### config.mk
export PLATFORM = sky130hd
export DESIGN_NAME = arb_mux
export DESIGN_NICKNAME = d
export VERILOG_FILES = /design/src/rtl/mux_pkg.sv /design/src/rtl/rr_arbiter.sv /design/src/rtl/arb_mux.sv
export SDC_FILE = /design/constraint.sdc
export NUM_CORES = 1
export LEC_CHECK = 0
export ABC_AREA = 1
export BUFFER_PORTS_ARGS = -buffer_cell sky130_fd_sc_hd__buf_2
export CAP_MARGIN = 20
export CORE_MARGIN = 2
export CORE_UTILIZATION = 45
export DETAILED_ROUTE_END_ITERATION = 16
export GPL_TIMING_DRIVEN = 0
export PLACE_DENSITY_LB_ADDON = 0.15
export SYNTH_ARGS = -nofsm -noshare
export SYNTH_HDL_FRONTEND = slang
export SYNTH_SLANG_ARGS = --single-unit
export TNS_END_PERCENT = 10
### constraint.sdc
create_clock -name clk -period 7.1 [get_ports clk]
set_input_delay 0.71 -clock clk [delete_from_list [all_inputs] [get_ports clk]]
set_output_delay 0.71 -clock clk [all_outputs]
set_load 0.01 [all_outputs]
### src/rtl/mux_pkg.sv
// rtl/mux_pkg.sv - shared mode encodings and default sizing for the arbitrated mux
package mux_pkg;

    typedef enum logic {
        MODE_FIXED = 1'b0,
        MODE_RR    = 1'b1
    } mode_e;

    localparam int DEF_N = 8;
    localparam int DEF_W = 8;

endpackage

### src/rtl/rr_arbiter.sv
// rtl/rr_arbiter.sv - fixed-priority / round-robin grant search over N requests
module rr_arbiter
    import mux_pkg::*;
#(
    parameter int N  = DEF_N,
    parameter int SW = $clog2(N)
) (
    input  logic [N-1:0]  req,
    input  logic [SW-1:0] ptr,
    input  logic          mode,
    input  logic          en,
    output logic [N-1:0]  grant,
    output logic [SW-1:0] idx
);

    logic [SW-1:0] base;
    logic [SW:0]   pos;
    logic          found;

    assign base = (mode_e'(mode) == MODE_RR) ? ptr : '0;

    // Walk upward from base, wrapping at N; the first set request wins.
    always_comb begin
        idx   = '0;
        found = 1'b0;
        pos   = '0;
        for (int i = 0; i < N; i++) begin
            pos = {1'b0, base} + (SW+1)'(i);
            if (pos >= (SW+1)'(N)) begin
                pos = pos - (SW+1)'(N);
            end
            if (!found && req[pos[SW-1:0]]) begin
                found = 1'b1;
                idx   = pos[SW-1:0];
            end
        end
    end

    always_comb begin
        grant = '0;
        if (en && found) begin
            grant[idx] = 1'b1;
        end
    end

endmodule

### src/rtl/arb_mux.sv
// rtl/arb_mux.sv - N-to-1 arbitrated mux with a single registered output stage
module arb_mux
    import mux_pkg::*;
#(
    parameter int N  = DEF_N,
    parameter int W  = DEF_W,
    parameter int SW = $clog2(N)
) (
    input  logic          clk,
    input  logic          rst_n,
    input  logic          mode,
    input  logic [N-1:0]  in_valid,
    input  logic [N*W-1:0] in_data,
    output logic [N-1:0]  in_ready,
    output logic          out_valid,
    input  logic          out_ready,
    output logic [W-1:0]  out_data,
    output logic [SW-1:0] out_sel
);

    logic [W-1:0]  ch_data [N];
    logic [N-1:0]  grant;
    logic [SW-1:0] gnt_idx;
    logic [SW-1:0] ptr;
    logic [SW-1:0] ptr_next;
    logic          load;
    logic          en;

    always_comb begin
        for (int k = 0; k < N; k++) begin
            ch_data[k] = in_data[k*W +: W];
        end
    end

    assign load = (!out_valid || out_ready) && (|in_valid);
    // Grants are suppressed during reset so no upstream word is consumed.
    assign en   = load && rst_n;

    rr_arbiter #(
        .N  (N),
        .SW (SW)
    ) u_arbiter (
        .req   (in_valid),
        .ptr   (ptr),
        .mode  (mode),
        .en    (en),
        .grant (grant),
        .idx   (gnt_idx)
    );

    assign in_ready = grant;
    assign ptr_next = (gnt_idx == SW'(N-1)) ? '0 : gnt_idx + 1'b1;

    always_ff @(posedge clk or negedge rst_n) begin
        if (!rst_n) begin
            out_valid <= 1'b0;
            out_data  <= '0;
            out_sel   <= '0;
            ptr       <= '0;
        end else if (load) begin
            out_valid <= 1'b1;
            out_data  <= ch_data[gnt_idx];
            out_sel   <= gnt_idx;
            if (mode_e'(mode) == MODE_RR) begin
                ptr <= ptr_next;
            end
        end else if (out_ready) begin
            out_valid <= 1'b0;
        end
    end

endmodule

; Yosys cells after proc, flatten, opt, wreduce, memory -nomap -nowiden
; Cells that the tools add are included.
[word_totals]
input_bits = 76
ram_bits = 0
wordCells = 114
memories = 0
rom_bits = 0
latch_bits = 0
register_bits = 15
[op_classes]
shifts = 0
order_cmp = 19
eq_ne = 1
n_reduce_logical = 23
div_mod_pow = 0
n_addsub = 16
n_bitwise = 1
n_mul = 0
mux = 50
[ops]
columns = cell, n
row1 = 3-bit two-way mux, 18
row2 = "3-bit by 4-bit < comparator with 1-bit output, second input constant", 9
row3 = "4-bit greater-or-equal comparator, second input constant", 8
row4 = 1-bit binary-select mux with 3-bit select, 8
row5 = 8-bit binary-select mux with 3-bit select, 1
row6 = 8-bit two-way mux, 3
row7 = "3-bit by 1-bit subtractor with 3-bit output, second input constant", 8
row8 = 1-bit two-way mux, 19
row9 = "3-bit by 3-bit adder with 4-bit output, second input constant", 4
row10 = 1-bit logical AND, 11
row11 = "3-bit by 2-bit adder with 4-bit output, second input constant", 2
row12 = 1-bit zero test, 8
row13 = 8-bit OR reduction, 1
row14 = "3-bit by 1-bit adder with 4-bit output, second input constant", 1
row15 = "3-bit by 4-bit greater-or-equal comparator with 1-bit output, second input constant", 1
row16 = 3-bit inverter with 4-bit output, 1
row17 = "3-bit by 1-bit adder with 3-bit output, second input constant", 1
row18 = 1-bit demux with 3-bit select, 1
row19 = "3-bit equality test, second input constant", 1
row20 = "3-bit by 1-bit greater-or-equal comparator with 1-bit output, second input constant", 1
row21 = 2-bit AND reduction, 1
row22 = 2-bit nonzero test, 1
row23 = 1-bit logical OR, 1

; Depth between registers and ports, before layout
; Gate-level depths: netlist of the first run.
[logic_depth]
word_depth = 32
depth_mapped = 22
depth_no_buf = 19

; By module
; A second synthesis of the first run with hierarchy kept.
[unflattened]
hier_cells = 439
hier_area_um2 = 2416.1
[modules_own_cells]
columns = module, cells_per_inst, area_each_um2, instances
row1 = arb_mux, 257, 1470.2, 1
row2 = rr_arbiter, 182, 945.9, 1

; Worst setup path before layout of the first run
; Ideal clock, no wire load.
[synth_timing]
kind = input -> output
from = input mode
to = output in_ready[2]
arrival_time_ns = 2.879
path_stages = 18
path_slack_ns = 3.511
path_cell_list = buf_4 nand2_2 buf_6 ha_1 inv_1 nand3_1 nand3_1 nand2_2 nor2_4 nand4_4 nor2_4 nand3_2 nor2_1 nor2_1 inv_2 buf_4 nand2_1 nor2_1
[synth_via]
elab_chain_len = 32
[synth_lines]
columns = element, line_no
row1 = start: declaration, arb_mux.sv:11  ; input logic mode,
row2 = 3-bit two-way mux *, rr_arbiter.sv:20  ; assign base = (mode_e'(mode) == MODE_RR) ? ptr : '0;
row3 = branches (longest 30 deep; another with 3-bit by 1-bit adder with 4-bit output), --
row4 = 8-bit two-way mux *, rr_arbiter.sv:41  ; if (en && found) begin
row5 = end: declaration, arb_mux.sv:14  ; output logic [N-1:0] in_ready,
; Every way passes the cells marked *. The select of a mux whose other input is x is not followed.

; Worst setup path after layout of the first run
[layout_timing]
from = input mode
to = output in_ready[6]
; The elaborated chain is that of the path after synthesis.

==> flow_summary.ini, run 1 <==
[cells_and_area]
final_layout_size_suffix_gt1_share_pct = 28.0
diodes = 0
fin_nets = 581
n_fill_cell = 499
syn2layout_area_growth_pct = 26.9
postLayoutCellArea_sq_um = 2830

[global_route]
top_usage_layer = met2
antenna_found_initial = 0
grtUsageTotal_pct = 24.5
grt_pass1_vias = 2507
grt_pass1_wl_um = 10800
grt.met3_usage_pct = 2.03
gr-total-overflow = 0
grt_use_met1_pct = 30.5
grt_start_max_net_pins = 17
met2_usage_pct = 45.0

[sta]
finalClockSkew_ps = 4.91
period_share_pct = 56.6
rsz0062_at_grt = false
finalSetupViolCount = 0
setup-tns-final_ps = 0
clock.fmax_ghz = 0.249
period_minus_slack_ps = 4020
drv_slew = 0
timing.slew.headroom_pct = 65.7
tightestPinTransition_ps = 513
hold_violations = 0

[floorplanning]
num_io_pins = 96
core_sq_um = 4750
die_w_um = 74.4
die_area_sq_um = 5540
initial_core_util_pct = 46.9
die_h_um = 74.4
core.rowCount = 25

[route]
drt-initial-drc-count = 195
post_drt_wl_per_cell_um = 11.6
vias_per_cell = 4.98
routed_wl_um = 6640
drc = 0
antenna_left = 0
vias = 2839
drtPass1Iterations = 4

[run_status]
status = finished, final reports clean

[critical_path]
ff2ff_path_depth = 20
start_kind = primary input
crit_buf_inv = 6
crit_top_cell = nor2_1
cp_slowest_stage_delay_ps = 350
cp_slowest_cell = ha_1
crit_arrival_ps = 3310
cp_num_cells = 19
cpLargestDelayFamily = simple AND/OR/NAND/NOR gates
path_cells = buf_4 > nand2_2 > buf_6 > ha_1 > inv_1 > nand3_1 > nand3_1 > nand2_2 > nor2_4 > nand4_4 > nor2_4 > nand3_2 > nor2_1 > nor2_1 > inv_2 > buf_4 > nand2_1 > nor2_1 > buf_2
crit_fanout = 10
crit_path_end_kind = output port
crit_type = in2out
crit_required_ps = 6390

[flow_run]
drv_cap = 0

[logic_synthesis]
synth.avg_cell_area_sq_um = 5.51
syn-num-nets = 482
yosysWarningCount = 0
synth_top_family_by_area = simple AND/OR/NAND/NOR gates
synthAdderAreaFrac_pct = 0.561
synth_edf_count = 0
synth_cells = 405
synth-compound-area-share_pct = 4.94
yosysTopAreaCell = nand2_1
synth-seq-cells = 15
synth-simple-area-share_pct = 63.7
synth_cell_types = 31
seq_area_frac_synth_pct = 16.8
syn-cell-area_sq_um = 2230
async_flop_share_pct = 100
yosys-top-cells-area = nand2_1 (28%), nand3_1 (18%), dfrtp_1 (17%)
ys.flop_type = dfrtp_1
synthXorXnorAreaFrac_pct = 0.393
synth_top_area_share_pct = 28.4
muxShareOfSynthArea_pct = 0

[power_and_ir_drop]
p_per_area_nw_per_um2 = 482
p_total_uw = 1360
p_leak_uw = 0.00173
vdd_drop_max_mv = 0.253

[placement]
placed_cell_area_sq_um = 2790
dpl.hpwl_um = 5510
io_buffers = 94
place.gp.congestion = 0.915

[clocking]
htreeDepth = 1
clkLatencyLatePin_ps = 260
hold_buffers = 0
postCtsSetupRepairBufs = 0
cts_root_buffer = clkbuf_8
clkSlewWorstSetupHoldPaths_ps = 70
cts_buffers = 3
tritoncts = done
cts.sinks = 15
cts_buffer_depth = 2
cts-resized-gates = 0

[worst_hold_path]
hold_class = in2async
==> cells by family after synthesis <==
kind of cell / Yosys count
xor gates and xnor gates: 1
buffers and inverters: 63
adders and majority gates: 1
DFF: 15
AOI/OAI and AO/OA: 17
and+or+nand+nor: 308
==> power breakdown <==
| part | switching, uW | internal [uW] | leakage, uW | total, uW |
|---|---|---|---|---|
| Clock | 32.8 | 39.0 | 0.0000255 | 71.8 |
| Sequential | 31.6 | 128 | 0.000184 | 159 |
| Combinational | 723 | 410 | 0.00152 | 1130 |
| Total | 787 | 577 | 0.00173 | 1360 |
==> cell usage after synthesis, types with 2 or more instances <==
library cell / count
o21bai_1: 2
o21ai_0: 6
buf_2: 5
o21ai_1: 3
buf_6: 5
nand3b_1: 8
nand3_2: 5
a31oi_1: 2
nand2_2: 8
nand2_4: 2
inv_1: 40
nor2_1: 23
dfrtp_1: 15
inv_2: 6
nand3_1: 81
nor2_4: 2
buf_4: 6
nand4_1: 4
nor4_1: 2
nand2_1: 169
==> cells in the final DEF (no fill, tap or decap), drive strengths merged <==
cell type and instances:
o21a 1, ha 1, nand4 5, xnor2 1, nand3b 9, clkinv 1, nor2 25, inv 46
and3 1, nor4 2, clkbuf 4, o21bai 2, nand3 86, a31oi 2, dfrtp 15, nand2 179
a21oi 2, o21ai 10, nor3 1, buf 110
==> final timing paths <==
check                               to       start  slack (ps)
max in group asynchronous  out_data[0]       rst_n        6490
max                        in_ready[6]        mode        3080
min                         out_sel[0]       rst_n         350
min in group clk            out_sel[0]  out_sel[0]         480
min reg2reg                 out_sel[0]  out_sel[0]         480
max reg2reg                out_data[3]      ptr[0]        4170
==> state kept, by name, indices dropped and copies added, names as in the netlist <==
register and count:
out_valid 1, out_data 8, out_sel 3, ptr 3
==> final cells by class <==
type	count	area [sq um]	share of cell area (%)
sequential	15	375	13.3
timing repair buffer	94	470	16.6
tap	67	83.8	2.96
clock inverter	1	5.00	0.177
clock buffer	3	41.3	1.46
inverter	46	173	6.10
multi-input combinational	327	1550	54.8
buffer	17	130	4.60
==> per-stage QoR <==
step           hold WS (ps)  setup WS, ps  util [%]  instances
6_report                350          3080      59.6        570
2_1_floorplan           414          3510         -        405
4_1_cts                 363          3080      59.6        570
5_1_grt                 378          2870      59.6        570
3_3_place_gp            465          3120      58.6        566
3_5_place_dp            468          3070      58.6        566
==> per-layer routing <==
layer	part of all wire (%)	wire, um	up-vias
met3	7.0	464	10
met2	49	3230	133
met5	0	0	-
li1	-	-	1487
met1	43	2870	1209
met4	1.2	81	0
Power figures use the tool's default switching activity.
==> run 2: changes to the inputs <==
--- a/config.mk
+++ b/config.mk
@@ -5,7 +5,7 @@
 export SDC_FILE = /design/constraint.sdc
 export NUM_CORES = 1
 export LEC_CHECK = 0
-export ABC_AREA = 1
+export ABC_AREA = 0
 export BUFFER_PORTS_ARGS = -buffer_cell sky130_fd_sc_hd__buf_2
 export CAP_MARGIN = 20
 export CORE_MARGIN = 2
==> constraint.sdc (replaced) <==
create_clock -name clk -period 3.5 [get_ports clk]
set_input_delay 0.35 -clock clk [delete_from_list [all_inputs] [get_ports clk]]
set_output_delay 0.35 -clock clk [all_outputs]
set_load 0.01 [all_outputs]
==> flow_summary.ini, run 2 <==
[run_status]
status = finished, violations left
violations = setup timing

[critical_path]
cp_slowest_cell = mux4_2
cp_slowest_stage_delay_ps = 560
crit_type = reg2out
cpLargestDelayFamily = buffers and inverters
crit_required_ps = 3150
crit_arrival_ps = 3410
crit_path_end_kind = output port
start_kind = register
crit_buf_inv = 6
crit_fanout = 9
path_cells = and2_4 > buf_12 > inv_8 > buf_8 > ha_4 > mux4_2 > a211oi_4 > o211ai_4 > a2bb2oi_4 > buf_6 > clkbuf_16 > or3_4 > nor3_4 > buf_2
r2r_setup_slack_ps = -160

[sta]
hold_violations = 0
timing.slew.headroom_pct = 55.8
setup-tns-final_ps = -2080
clock.fmax_ghz = 0.266
hold_ws_ps = 16.2
drv_slew = 0
finalWorstSetupSlack_ps = -262
period_share_pct = 107
tightestPinTransition_ps = 660
finalSetupViolCount = 14
period_minus_slack_ps = 3760
rsz0062_at_grt = true
finalClockSkew_ps = 9.90

[logic_synthesis]
async_flop_share_pct = 100
synth_cell_types = 57
synth_edf_count = 0
synth_top_family_by_area = multiplexers
ys.flop_type = dfrtp_1
synthAdderAreaFrac_pct = 0.547
yosysWarningCount = 0
netlist_top_cells_count = mux2i_1 (39), nand2_1 (24), a21oi_1 (20)
synth-simple-area-share_pct = 19.6
muxShareOfSynthArea_pct = 32.8
synth-compound-area-share_pct = 22.9
yosys-top-cells-area = mux2i_1 (17%), dfrtp_1 (16%), mux4_2 (6.9%)
syn-cell-area_sq_um = 2290
seq_area_frac_synth_pct = 16.4
yosysTopAreaCell = mux2i_1
synth.avg_cell_area_sq_um = 8.67
synth_top_area_share_pct = 17.1
synthXorXnorAreaFrac_pct = 1.91
syn-num-nets = 341
synth_cells = 264
yosysMostFrequentCell = mux2i_1
synth-seq-cells = 15

[power_and_ir_drop]
vdd_drop_max_mv = 0.505
p_total_uw = 3020
p_leak_uw = 0.00160
p_per_area_nw_per_um2 = 892

[global_route]
grt_pass1_vias = 2517
gr-total-overflow = 0
grt_pass1_wl_um = 12100
antenna_found_initial = 0
grtUsageTotal_pct = 28.1
grt_start_max_net_pins = 17

[route]
vias_per_cell = 6.00
post_drt_wl_per_cell_um = 17.4
maxUsedRoutingLayer = met4
routedLengthMet1_um = 3350
met2_length_um = 3990
routed_wl_um = 8030
wl_met3_um = 551
antenna_left = 0
vias = 2766
drc = 0
drt-initial-drc-count = 258
drtPass1Iterations = 5

[cells_and_area]
final_cell_mix = buf_2 (99), mux2i_1 (38), buf_4 (26)
final_layout_size_suffix_gt1_share_pct = 49.5
top_register = out_data
diodes = 0
finish.utilization_pct = 70.3
top_regs = out_data: 8 flops, out_sel: 3 flops, ptr: 3 flops
fin_nets = 472
syn2layout_area_growth_pct = 47.9
largest_reg_flops = 8
layout_commonest_cell = buf_2
n_fill_cell = 393

[placement]
pre_cts_slack_ps = -572
io_buffers = 95
place.gp.congestion = 0.909
dpl.hpwl_um = 5610

[worst_hold_path]
hold_class = in2async

[clocking]
cts_buffers = 3
clkSlewWorstSetupHoldPaths_ps = 70
clkLatencyLatePin_ps = 250
tritoncts = done
cts_buffer_depth = 2
hold_buffers = 0
cts_root_buffer = clkbuf_8
htreeDepth = 1
cts.sinks = 15

[flow_run]
drv_cap = 0

[floorplanning]
initial_core_util_pct = 47.5
die_h_um = 75.3
die_area_sq_um = 5670
num_io_pins = 96
core_sq_um = 4820
die_w_um = 75.3
core.rowCount = 25
-- run 2: changes by cell type after synthesis, sizes merged, moves of 7 or more --
cell    before  now
nand2      179   24
nand3       86    7
mux2i        0   40
inv         46    7
a21oi        2   20
mux2         0   15
nor2        25   14
and3         1    9
mux4         0    7
nand3b       9    2
-- run 2: layout make-up --
| cell class | instances | area, sq um | area share, % |
|---|---|---|---|
| Tap cell | 67 | 83.8 | 2.48 |
| Inverter | 7 | 36.3 | 1.07 |
| Buffer | 14 | 159 | 4.69 |
| Sequential cell | 15 | 375 | 11.1 |
| Clock buffer | 3 | 41.3 | 1.22 |
| Clock inverter | 1 | 5.00 | 0.148 |
| Multi-Input combinational cell | 227 | 1930 | 57.0 |
| Timing Repair Buffer | 127 | 754 | 22.3 |
-- run 2: metrics by stage --
step / cell area [sq um] / instances
after floorplan: 2330 / 264
after global placement: 2890 / 426
after detailed placement: 2890 / 426
after CTS: 3280 / 455
after global routing: 3390 / 461
final: 3390 / 461
-- run 2: per-layer routing --
layer,vias to the layer above,GRT usage (%)
met2,140,44.9
li1,1279,-
met4,0,7.99
met5,-,0
met3,20,4.23
met1,1327,39.6
-- run 2: timing repair --
action | 4_1_cts | 5_1_grt
resized for setup | 30 | 15
pin swaps | 9 | 6
endpoints found under the setup margin | 19 | 16
setup buffers | 26 | 6
-- run 2: worst paths after layout --
path / startpoint / to / depth (start not counted)
worst max register to register: ptr[0] / out_data[2] / 14
max in group asynchronous: rst_n / out_data[0] / 1
worst max-delay path: ptr[0] / in_ready[0] / 14
worst min-delay path: rst_n / out_sel[2] / 1
min in group clk: out_ready / out_valid / 2
worst min register to register: out_sel[1] / out_sel[1] / 1
-- run 2: cell families (layout without fill, tap and decap cells) --
family                     after synthesis  count (layout)
and+or+nand+nor                         86              86
buffers and inverters                   22             152
xor gates and xnor gates                 5               5
adders and majority gates                1               1
muxes                                   62              62
DFF                                     15              15
AOI/OAI and AO/OA                       73              73
-- run 2: worst register-to-register path, stage by stage (launching register included) --
cell and delay, ps:
dfrtp_1 370, and2_4 150, buf_4 130, buf_4 120
mux4_2 440, mux2_4 330, or4_4 500, a31o_4 270
a2bb2oi_4 150, buf_6 140, buf_4 110, buf_8 130
mux4_2 310, and2_1 170, a221o_1 250
-- run 2: power breakdown --
part | switching [uW] | total [uW] | internal (uW) | leakage, uW
clock | 63.9 | 143 | 78.8 | 0.0000255
sequential | 48.6 | 304 | 255 | 0.000170
combinational | 1300 | 2570 | 1270 | 0.00141
total | 1410 | 3020 | 1610 | 0.00160
==> run 3: changes to the inputs <==
--- a/config.mk
+++ b/config.mk
@@ -7,7 +7,6 @@
 export LEC_CHECK = 0
 export ABC_AREA = 0
 export BUFFER_PORTS_ARGS = -buffer_cell sky130_fd_sc_hd__buf_2
-export CAP_MARGIN = 20
 export CORE_MARGIN = 2
 export CORE_UTILIZATION = 45
 export DETAILED_ROUTE_END_ITERATION = 16
==> constraint.sdc (replaced) <==
create_clock -name clk -period 3.5 [get_ports clk]
set_input_delay 0 -clock clk [delete_from_list [all_inputs] [get_ports clk]]
set_output_delay 0 -clock clk [all_outputs]
set_load 0.01 [all_outputs]
==> flow_summary.ini, run 3 (synthesis gave the netlist of run 2 again) <==
[sta]
finalSetupViolCount = 0
period_minus_slack_ps = 3450
period_share_pct = 98.7
finalClockSkew_ps = 3.13
hold_violations = 0
timing.slew.headroom_pct = 59.3
rsz0062_at_grt = true
tightestPinTransition_ps = 595
drv_slew = 0
hold_ws_ps = 145
clock.fmax_ghz = 0.289

[placement]
place.gp.congestion = 0.923
dp_cells = 426
placed_cell_area_sq_um = 2850
dpl.hpwl_um = 5560
io_buffers = 95

[cells_and_area]
postLayoutCellArea_sq_um = 3230
fin_nets = 460
top_register = out_data
n_fill_cell = 430
final_cell_mix = buf_2 (99), mux2i_1 (38), nand2_1 (22)
finish.utilization_pct = 67.0
layout_commonest_cell = buf_2
layout.cells.non_filler = 449
top_regs = out_data: 8 flops, out_sel: 3 flops, ptr: 3 flops
largest_reg_flops = 8
final_layout_size_suffix_gt1_share_pct = 47.1
syn2layout_area_growth_pct = 41.0
diodes = 0

[floorplanning]
die_h_um = 75.3
die_w_um = 75.3
initial_core_util_pct = 47.5
die_area_sq_um = 5670
num_io_pins = 96
core.rowCount = 25
core_sq_um = 4820

[power_and_ir_drop]
vdd_drop_max_mv = 0.561
p_total_uw = 2740
p_seq_share_pct = 11.1
clkPwrFrac_pct = 5.3
p_leak_uw = 0.00151
power_switching_share_pct = 48.1
netSwitchingPower_uw = 1320
p_comb_share_pct = 83.6
p_per_area_nw_per_um2 = 851
p_int_uw = 1420

[route]
antenna_left = 0
vias_per_cell = 5.72
vias = 2569
drt-initial-drc-count = 248
routed_wl_um = 7580
post_drt_wl_per_cell_um = 16.9
drtPass1Iterations = 4
drc = 0

[critical_path]
r2r_setup_slack_ps = 70
crit_path_start = ptr[0]
start_kind = register
crit_required_ps = 3500
r2r_end = out_data[2]
rr_startpoint = ptr[0]
crit_fanout = 10
critPathCapture = in_ready[3]
crit_arrival_ps = 3450
ff2ff_path_depth = 11
crit_type = reg2out
crit_path_end_kind = output port

[clocking]
tritoncts = done
clkLatencyLatePin_ps = 250
cts_buffers = 3
cts.sinks = 15
clkSlewWorstSetupHoldPaths_ps = 60
cts_root_buffer = clkbuf_8
htreeDepth = 1
cts_buffer_depth = 2

[flow_run]
drv_cap = 0

[global_route]
grtUsageTotal_pct = 25.6
antenna_found_initial = 0
grt_pass1_wl_um = 11100
gr-total-overflow = 0
grt_pass1_vias = 2268
grt_start_max_net_pins = 17

[worst_hold_path]
hold_class = in2reg
hp-start = in_data[3]

[run_status]
status = finished, final reports clean
## run 3: changes by cell type in the layout (fill, tap and decap cells not counted), moves of 2 or more
cell	change
buf_4	-8
buf_6	-5
buf_12	-2
clkbuf_4	+2
dlygate4sd3_1	+2
## run 3: worst min-delay path by stage
stage | endpoint | slack, ps | cells after the start
final | out_data[3] | 140 | 5
after global routing | out_data[3] | 170 | 5
after CTS | out_data[3] | 150 | 5
after detailed placement | out_data[6] | -60 | 1
after global placement | out_data[5] | -60 | 1
after floorplan | out_data[0] | -300 | 0
## run 3: stage by stage
step	setup TNS, ps	setup slack, ps
CTS	0	3.26
detailed placement	-5880	-541
floorplan	0	7.03
global route	-136	-38.3
global placement	-5700	-548
finish	0	45.4
## run 3: what timing repair did
action / in CTS / in global routing
endpoints found under the setup margin: 19 / 17
hold buffers: 2 / 0
hold endpoints to repair: 16 / 0
resized for setup: 19 / 26
pin swaps: 7 / 7
setup buffers: 14 / 4
## run 3: area by class of cell
type                            instances  area, sq um  area share, %
Multi-Input combinational cell        227         1920           59.4
Timing Repair Buffer                  115          634           19.7
Sequential cell                        15          375           11.6
Buffer                                 14          134           4.15
Tap cell                               67         83.8           2.60
Clock buffer                            4         45.0           1.40
Inverter                                7         36.3           1.12
## run 3: layer usage
| metal | share of wire [%] | track usage [%] | vias up | wire, um |
|---|---|---|---|---|
| li1 | - | - | 1255 | - |
| met1 | 43 | 38.2 | 1206 | 3220 |
| met2 | 50 | 39.9 | 104 | 3770 |
| met3 | 7.1 | 2.65 | 4 | 537 |
| met4 | 0.67 | 6.43 | 0 | 51 |
| met5 | 0 | 0 | - | 0 |
## run 3: power by group through the flow
stage	sequential [uW]	combinational (uW)	clock (uW)
after detailed placement	302	1930	0
after global routing	313	2470	154
final	304	2300	145
after global placement	301	1910	0
after CTS	302	2130	148
after floorplan	328	1460	0
## run 3: worst max-delay path, cell delays in order (launching register included)
cell and delay, ps:
dfrtp_1 340, and2_4 150, buf_4 110, mux4_2 520, mux2_4 340, or4_1 550
a31o_1 240, a2bb2oi_4 180, buf_6 150, buf_8 160, o21ai_2 100, nor3_2 190
buf_2 160
